File: src/rtl/sweep_limit_fsm.sv
// Servo sweep controller: sweeps until a debounced end-of-travel limit is seen,
// optionally reversing once to sweep back toward the low limit before finishing.
module sweep_limit_fsm #(
    parameter int CNT_W = 5,
    parameter int GUARD = 31,
    parameter int DEB   = 4,
    parameter bit BIDIR = 1'b0
) (
    input  logic       CLK,
    input  logic       RST_N,
    input  logic       EN,
    input  logic       LIM_HI,
    input  logic       LIM_LO,
    output logic       CNT_L,
    output logic       DIR,
    output logic       DONE,
    output logic [1:0] STATE
);

    typedef enum logic [1:0] {
        S_IDLE  = 2'b00,
        S_GUARD = 2'b01,
        S_SEEK  = 2'b10,
        S_FIN   = 2'b11
    } state_t;

    localparam logic [CNT_W-1:0] GUARD_LAST = CNT_W'(GUARD - 1);
    localparam logic [CNT_W-1:0] DEB_LAST   = CNT_W'(DEB - 1);

    state_t           state;
    logic [CNT_W-1:0] guard_cnt;
    logic [CNT_W-1:0] deb_cnt;
    logic             lim_act;

    // The limit being approached; the opposite end is never consulted.
    assign lim_act = DIR ? LIM_LO : LIM_HI;
    assign STATE   = state;

    always_ff @(posedge CLK or negedge RST_N) begin
        if (!RST_N) begin
            state     <= S_IDLE;
            CNT_L     <= 1'b0;
            DIR       <= 1'b0;
            DONE      <= 1'b0;
            guard_cnt <= '0;
            deb_cnt   <= '0;
        end else if (!EN) begin
            state     <= S_IDLE;
            CNT_L     <= 1'b0;
            DIR       <= 1'b0;
            DONE      <= 1'b0;
            guard_cnt <= '0;
            deb_cnt   <= '0;
        end else begin
            case (state)
                S_IDLE: begin
                    state     <= S_GUARD;
                    CNT_L     <= 1'b1;
                    DIR       <= 1'b0;
                    DONE      <= 1'b0;
                    guard_cnt <= '0;
                    deb_cnt   <= '0;
                end
                S_GUARD: begin
                    // Limits are blind here so the servo can leave the stop it starts on.
                    deb_cnt <= '0;
                    if (guard_cnt == GUARD_LAST) begin
                        state     <= S_SEEK;
                        guard_cnt <= '0;
                    end else begin
                        guard_cnt <= guard_cnt + 1'b1;
                    end
                end
                S_SEEK: begin
                    if (!lim_act) begin
                        deb_cnt <= '0;
                    end else if (deb_cnt != DEB_LAST) begin
                        deb_cnt <= deb_cnt + 1'b1;
                    end else if (BIDIR && !DIR) begin
                        DIR       <= 1'b1;
                        state     <= S_GUARD;
                        guard_cnt <= '0;
                        deb_cnt   <= '0;
                    end else begin
                        state   <= S_FIN;
                        CNT_L   <= 1'b0;
                        DONE    <= 1'b1;
                        deb_cnt <= '0;
                    end
                end
                S_FIN: begin
                    DONE <= 1'b0;
                end
                default: begin
                    state <= S_IDLE;
                    CNT_L <= 1'b0;
                    DIR   <= 1'b0;
                    DONE  <= 1'b0;
                end
            endcase
        end
    end

endmodule

File: config.mk
export PLATFORM = sky130hd
export DESIGN_NAME = sweep_limit_fsm
export DESIGN_NICKNAME = d
export VERILOG_FILES = /design/src/rtl/sweep_limit_fsm.sv
export SDC_FILE = /design/constraint.sdc
export NUM_CORES = 1
export LEC_CHECK = 0
export CELL_PAD_IN_SITES_DETAIL_PLACEMENT = 0
export CELL_PAD_IN_SITES_GLOBAL_PLACEMENT = 1
export CORE_ASPECT_RATIO = 1.4
export CORE_MARGIN = 2
export CORE_UTILIZATION = 23
export CTS_CLUSTER_DIAMETER = 150
export DETAILED_ROUTE_END_ITERATION = 12
export PLACE_DENSITY = 0.44
export SLEW_MARGIN = 20
export SYNTH_ARGS = -nofsm -noshare
export SYNTH_HDL_FRONTEND = slang
export SYNTH_SLANG_ARGS = --single-unit
File: constraint.sdc
create_clock -name CLK -period 4.05 [get_ports CLK]
set_input_delay 0.81 -clock CLK [delete_from_list [all_inputs] [get_ports CLK]]
set_output_delay 0.81 -clock CLK [all_outputs]
set_load 0.05 [all_outputs]
# == After elaboration in Yosys (flattened, before gate mapping) ==
# Cells that the tools add are included.
# classes
n_reduce_logical,6
muxes,23
n_addsub,2
n_eq_ne,14
# op_table
cell,n
$mux 5,5
$pmux 5 s2,2
$add 5x1->5 const B,2
$mux 1,9
$ne 3x3->1 const B,3
$mux 2,4
$ne 3x1->1 const B,2
$ne 3x2->1 const B,2
$pmux 2 s3,1
$reduce_and 3->1,2
$eq 5x5->1 const B,1
$ne 5x2->1 const B,1
$eq 2x2->1 const B,2
$ne 4x1->1 const B,1
$pmux 1 s2,2
$reduce_and 4->1,1
$reduce_or 2->1,2
$eq 2x1->1 const B,1
$logic_not 2->1,1
$ne 2x1->1 const B,1
# totals
reg_bits,15
in_bits,5

# == Logic depth before layout (Yosys ltp) ==
# Gate-level depths: netlist of the first run.
# logic_depth
ltp_word,5
depth_mapped,6

# == Worst setup path before layout of the first run ==
# No wires, ideal clock.
# synth_path
path_kind,register to register
startpoint,"reg state[1], in the netlist STATE[1]"
endpoint,"reg state[0], in the netlist STATE[0]"
stages_incl_launch_ff,7
setup_time_ns,0.133
path_slack_ns,2.288
arrival_ns,1.629
synth_period_minus_slack_ns,1.762
cell_sequence,dfrtp_1 inv_1 ha_1 nand2b_1 nor3_2 a311oi_2 mux2i_1
# synth_between
elab_chain_len,3
word_cells_on_any_way,10
classes_between,6 x eq/ne; 2 x mux; 2 x reduce/logical
# synth_lines
element,line_no,text
from (decl),30,state_t state;
from (signal assigned),41,state <= S_IDLE;
from (signal assigned),48,state <= S_IDLE;
from (signal assigned),57,state <= S_GUARD;
"$eq 2x2->1, or another cell as far along",55,case (state)
"$ne 4x1->1 (no source line), or another cell as far along",--,
$reduce_and 4->1 (no source line) / $mux 2 (equally long branches),--,
# Several ways; a longest one is shown, not always the timed one.
# A chain may end at the register's enable or synchronous reset.

# == Worst setup path in the final report of the first run ==
# layout_path
startpoint,"reg state[0], in the netlist STATE[0]"
endpoint,out STATE[0]
# layout_rtl
element,line_no,text
to (decl),17,output logic [1:0] STATE
# No word-level cell between the ends.

==> results.cfg, run 1 <==
[critical_path]
arrival_ns = 1.50
rr_worst_depth = 5
slowest_stage = clkdlybuf4s50_1
crit_fanout = 5
reg2reg_from = deb_cnt[0]
path_class = flop to output pin
timing.rr.end = STATE[0]
cp_num_buf_inv = 1
worst_ep_required_time_ns = 3.24
crit_family = buffers and inverters
end_kind = output pin
worst_setup_path_start_kind = flop
max_stage_delay_ns = 0.83
rrSetupSlack_ns = 2.34
path_cells = clkdlybuf4s50_1

[synth]
netlist_instances = 83
synth_common_cells = dfrtp_1 (14), nand2_1 (9), nand3_1 (7), o21ai_1 (7)
syn_avg_cell_area_um2 = 9.678
synthMuxAreaShare = 0.04984
yosysTopAreaCell = dfrtp_1
yosysSeqAreaShare = 0.4361
synth-seq-cells = 14
synth_edf_count = 0
synth_adder_area_share = 0.09346
syn-num-nets = 94
ys_warn_count = 0
netlist.area_leader.share = 0.4361
synthSimpleGateAreaFrac = 0.2321
synth_area_leaders = dfrtp_1 (44%), ha_1 (9.3%), mux2i_1 (5.0%)
synth_xor_area_frac = 0
synthArstFlopShare = 1.000
synth.distinct_cells = 27
synth_compound_area_frac = 0.1402
netlist_area_um2 = 803.3
synthMostInstantiatedCell = dfrtp_1
ys.flop_type = dfrtp_1
synth_top_family_by_area = simple AND/OR/NAND/NOR gates

[clock_tree]
clockRootBuffer = clkbuf_8
cts_htree_levels = 1
clk-insertion-delay-late_ns = 0.24
cts_made_buffers = 3
cts_tree = done
cts_hold_buf = 0
path_clk_slew_ns = 0.06
clockBufferDepth = 2
post_cts_buffers = 0
ctsResizeCount = 0
clock-sinks = 14

[timing]
slew_headroom = 0.5270
finalCritPeriodShare = 0.5704
tns_ns = 0
worst_clock_skew_ns = 0.002215
finalHoldViolations = 0
final.min_clock_period_ns = 2.310
rsz0062_at_grt = false
worst_pin_slew_ns = 0.7073
slew_violations = 0
worst_slack_ns = 1.740
setup_viol_count_final = 0
fmax_mhz = 432.9

[cells_and_area]
fin_nets = 104
n_fill_cell = 357
diodes = 0
drive_gt1_frac = 0.09890
syn_to_final_growth_pct = 18.54

[floorplanning]
start_util = 0.2400
fp.coreArea_um2 = 3347
fp.dieW_um = 53.95
io_pins = 10
dieArea_um2 = 3988
die_h_um = 73.93
rows = 25

[global_route]
grt_pass1_vias = 651
grt_overflow = 0
grtUsageTotal = 0.1002
grt_max_degree = 15
grt_antenna_before_repair = 0
grt_first_pass_wirelength_um = 2891

[power]
p_per_area_nw_per_um2 = 517.2
power_leakage_nw = 0.3980
vdd_drop_max_mv = 0.1593

[drt]
wl_per_cell_um = 12.74
viasPerCell = 4.611
dr.pass1.iters = 3
drc = 0
ant_nets = 0
finalWirelength_um = 1669
drt-initial-drc-count = 8
num_vias = 604

[hold_path]
min_to = deb_cnt[0]
hold_path_class = flop to flop
hold_depth = 1
worstHoldStart = deb_cnt[0]

[outcome]
status = finished, final reports clean

[placement]
pre_cts_ws_ns = 1.659
hpwl_um = 1245
place.gp.congestion = 0.6601
portBuffers = 7

[run]
drv_cap = 0
-- area by class of cell --
cell class	instances	area, µm²	area share
multi-input combinational	61	417.9	0.4389
sequential	14	350.3	0.3679
timing repair buffer	7	70.07	0.07359
tap	40	50.05	0.05256
clock buffer	3	41.29	0.04336
inverter	6	22.52	0.02365
-- cells by family after synthesis --
family | count (synthesis)
flip-flops | 14
buffers and inverters | 8
AO/OA/AOI/OAI | 19
multiplexers | 4
AND/OR/NAND/NOR | 31
adder cells (fa/ha/maj) | 6
other | 1
-- registers in the layout, indices dropped and copies added, names as in the netlist --
signal / cells
DONE: 1
deb_cnt: 5
CNT_L: 1
guard_cnt: 5
STATE: 2
-- placed cells by master (no fill, tap or decap), types with 2 or more instances in the layout --
cell,netlist,final
nand2b_1,2,2
inv_1,6,6
nor2b_1,3,3
a21oi_1,3,3
o21ai_1,7,7
nand3_1,7,7
clkbuf_8,0,3
dfrtp_1,14,14
o21ai_0,5,5
clkdlybuf4s50_1,0,7
mux2i_1,4,4
o31ai_1,2,2
nand2_1,9,9
ha_1,6,6
-- per-stage QoR --
stage | cells | instance area (µm²) | utilization | hold slack [ns] | total power [W]
after floorplan | 83 | 803.3 | - | 0.4733 | 0.0003250
after CTS | 131 | 952.2 | 0.2845 | 0.5159 | 0.0005010
after detailed placement | 128 | 910.9 | 0.2722 | 0.5092 | 0.0003843
after global placement | 128 | 910.9 | 0.2722 | 0.4987 | 0.0003830
final | 131 | 952.2 | 0.2845 | 0.5146 | 0.0004925
after global routing | 131 | 952.2 | 0.2845 | 0.5363 | 0.0005312
-- power by group --
group	leakage (nW)	switching (W)	total (W)	internal, W
clock	0.0216	0.0000492	0.000115	0.0000658
combinational	0.186	0.000126	0.000200	0.0000737
sequential	0.191	0.0000191	0.000177	0.000158
total	0.398	0.000195	0.000492	0.000298
-- per-layer routing --
layer | GRT usage | vias up | part of all wire
li1 | - | 304 | -
met1 | 0.1198 | 290 | 0.46
met2 | 0.1612 | 6 | 0.48
met3 | 0.02642 | 4 | 0.035
met4 | 0.05128 | 0 | 0.019
met5 | 0 | - | 0
-- worst max path at each step --
stage                         from        to  slack [ns]  depth (start not counted)
final                     STATE[0]  STATE[0]        1.74                          1
after global routing      STATE[0]  STATE[0]        1.69                          1
after CTS                 STATE[0]  STATE[0]        1.71                          1
after detailed placement        EN  STATE[1]        1.66                          5
after global placement          EN  STATE[0]        1.66                          5
after floorplan           STATE[1]  STATE[0]        2.29                          6
No activity file was read; power rests on OpenSTA's default activity.
==> run 2: changes to the inputs <==
Clock period 4.05 ns to 2.3 ns, I/O delays scaled along.
==> results.cfg, run 2 (synthesized netlist as in run 1, its figures left out) <==
[critical_path]
worst_setup_path_start_kind = flop
end_kind = output pin
cp_num_buf_inv = 1
rrSetupSlack_ns = 0.60
timing.rr.end = STATE[1]
arrival_ns = 1.49
rr_worst_depth = 5
worst_ep_required_time_ns = 1.84
slowest_stage = clkdlybuf4s50_1
crit_family = buffers and inverters
max_stage_delay_ns = 0.83
crit_fanout = 5
reg2reg_from = deb_cnt[0]
path_class = flop to output pin
path_cells = clkdlybuf4s50_1

[power]
power_leakage_nw = 0.4104
vdd_drop_max_mv = 0.3327
p_per_area_nw_per_um2 = 936.0

[drt]
wl_per_cell_um = 11.99
viasPerCell = 4.489
finalWirelength_um = 1595
num_vias = 597
drt-initial-drc-count = 7
drc = 0
dr.pass1.iters = 4
ant_nets = 0

[clock_tree]
post_cts_buffers = 0
cts_made_buffers = 3
clockRootBuffer = clkbuf_8
cts_tree = done
ctsResizeCount = 0
clock-sinks = 14
clk-insertion-delay-late_ns = 0.24
cts_htree_levels = 1
path_clk_slew_ns = 0.06
cts_hold_buf = 0
clockBufferDepth = 2

[cells_and_area]
n_fill_cell = 352
final_common_cell = dfrtp_1
drive_gt1_frac = 0.1183
layoutNonFillerInstCount = 133
final_cell_mix = dfrtp_1 (14), nand2_1 (9), nand3_1 (7), o21ai_1 (7), clkdlybuf4s50_1 (7)
fin_util = 0.2908
fin_nets = 105
diodes = 0
syn_to_final_growth_pct = 21.18

[floorplanning]
dieArea_um2 = 3988
rows = 25
start_util = 0.2400
fp.dieW_um = 53.95
die_h_um = 73.93
fp.coreArea_um2 = 3347
io_pins = 10

[timing]
slew_headroom = 0.5309
final.min_clock_period_ns = 1.952
fmax_mhz = 512.3
rsz0062_at_grt = false
setup_viol_count_final = 0
slew_violations = 0
finalHoldViolations = 0
worst_pin_slew_ns = 0.7014
fin_hold_ws_ns = 0.5151
worst_slack_ns = 0.3478
worst_clock_skew_ns = 0.001966
tns_ns = 0
finalCritPeriodShare = 0.8488

[global_route]
grtUsageTotal = 0.09779
grt_first_pass_wirelength_um = 2808
grt_antenna_before_repair = 0
grt_overflow = 0
grt_max_degree = 15
grt_pass1_vias = 602

[placement]
hpwl_um = 1213
pre_cts_ws_ns = 0.2812
portBuffers = 7
place.gp.congestion = 0.6652
dp.cells = 129

[outcome]
status = finished, final reports clean

[hold_path]
min_to = deb_cnt[0]
hold_depth = 1
hold_path_class = flop to flop
worstHoldStart = deb_cnt[0]

[run]
drv_cap = 0
[run 2: cell types whose count changed in the layout (fill, tap and decap cells not counted), sizes merged]
cell and delta:
buf +1, clkbuf +1
[run 2: layout make-up]
cell class              count  area, µm²  share of cell area
multi-input cells          61      417.9              0.4293
flip-flops and latches     14      350.3              0.3599
repair buffers              8      77.57             0.07969
clock buffers               4      55.05             0.05656
well taps                  40      50.05             0.05141
inverters                   6      22.52             0.02314
[run 2: how the worst max path moves through the flow]
stage | from | endpoint | slack, ns | cells after the start
finish | STATE[0] | STATE[0] | 0.35 | 1
global route | STATE[0] | STATE[0] | 0.30 | 1
CTS | STATE[0] | STATE[0] | 0.34 | 1
detailed placement | EN | STATE[1] | 0.28 | 5
global placement | EN | STATE[0] | 0.27 | 5
floorplan | STATE[1] | STATE[0] | 0.54 | 6
[run 2: per-layer routing]
metal | part of all wire | vias up | track usage
met5 | 0 | - | 0
met4 | 0.014 | 0 | 0.05128
met3 | 0.033 | 2 | 0.02439
met2 | 0.48 | 8 | 0.1369
met1 | 0.48 | 282 | 0.1365
li1 | - | 305 | -
[run 2: stage by stage]
step	cell area (µm²)	total power (W)
final	973.4	0.0009112
after global routing	973.4	0.0009821
after CTS	973.4	0.0009285
after detailed placement	918.4	0.0006783
after global placement	918.4	0.0006830
after floorplan	803.3	0.0005723
[run 2: power by group]
part / switching, W / internal [W] / total, W
registers: 0.0000325 / 0.000279 / 0.000311
logic: 0.000222 / 0.000137 / 0.000359
clock network: 0.0000895 / 0.000152 / 0.000241
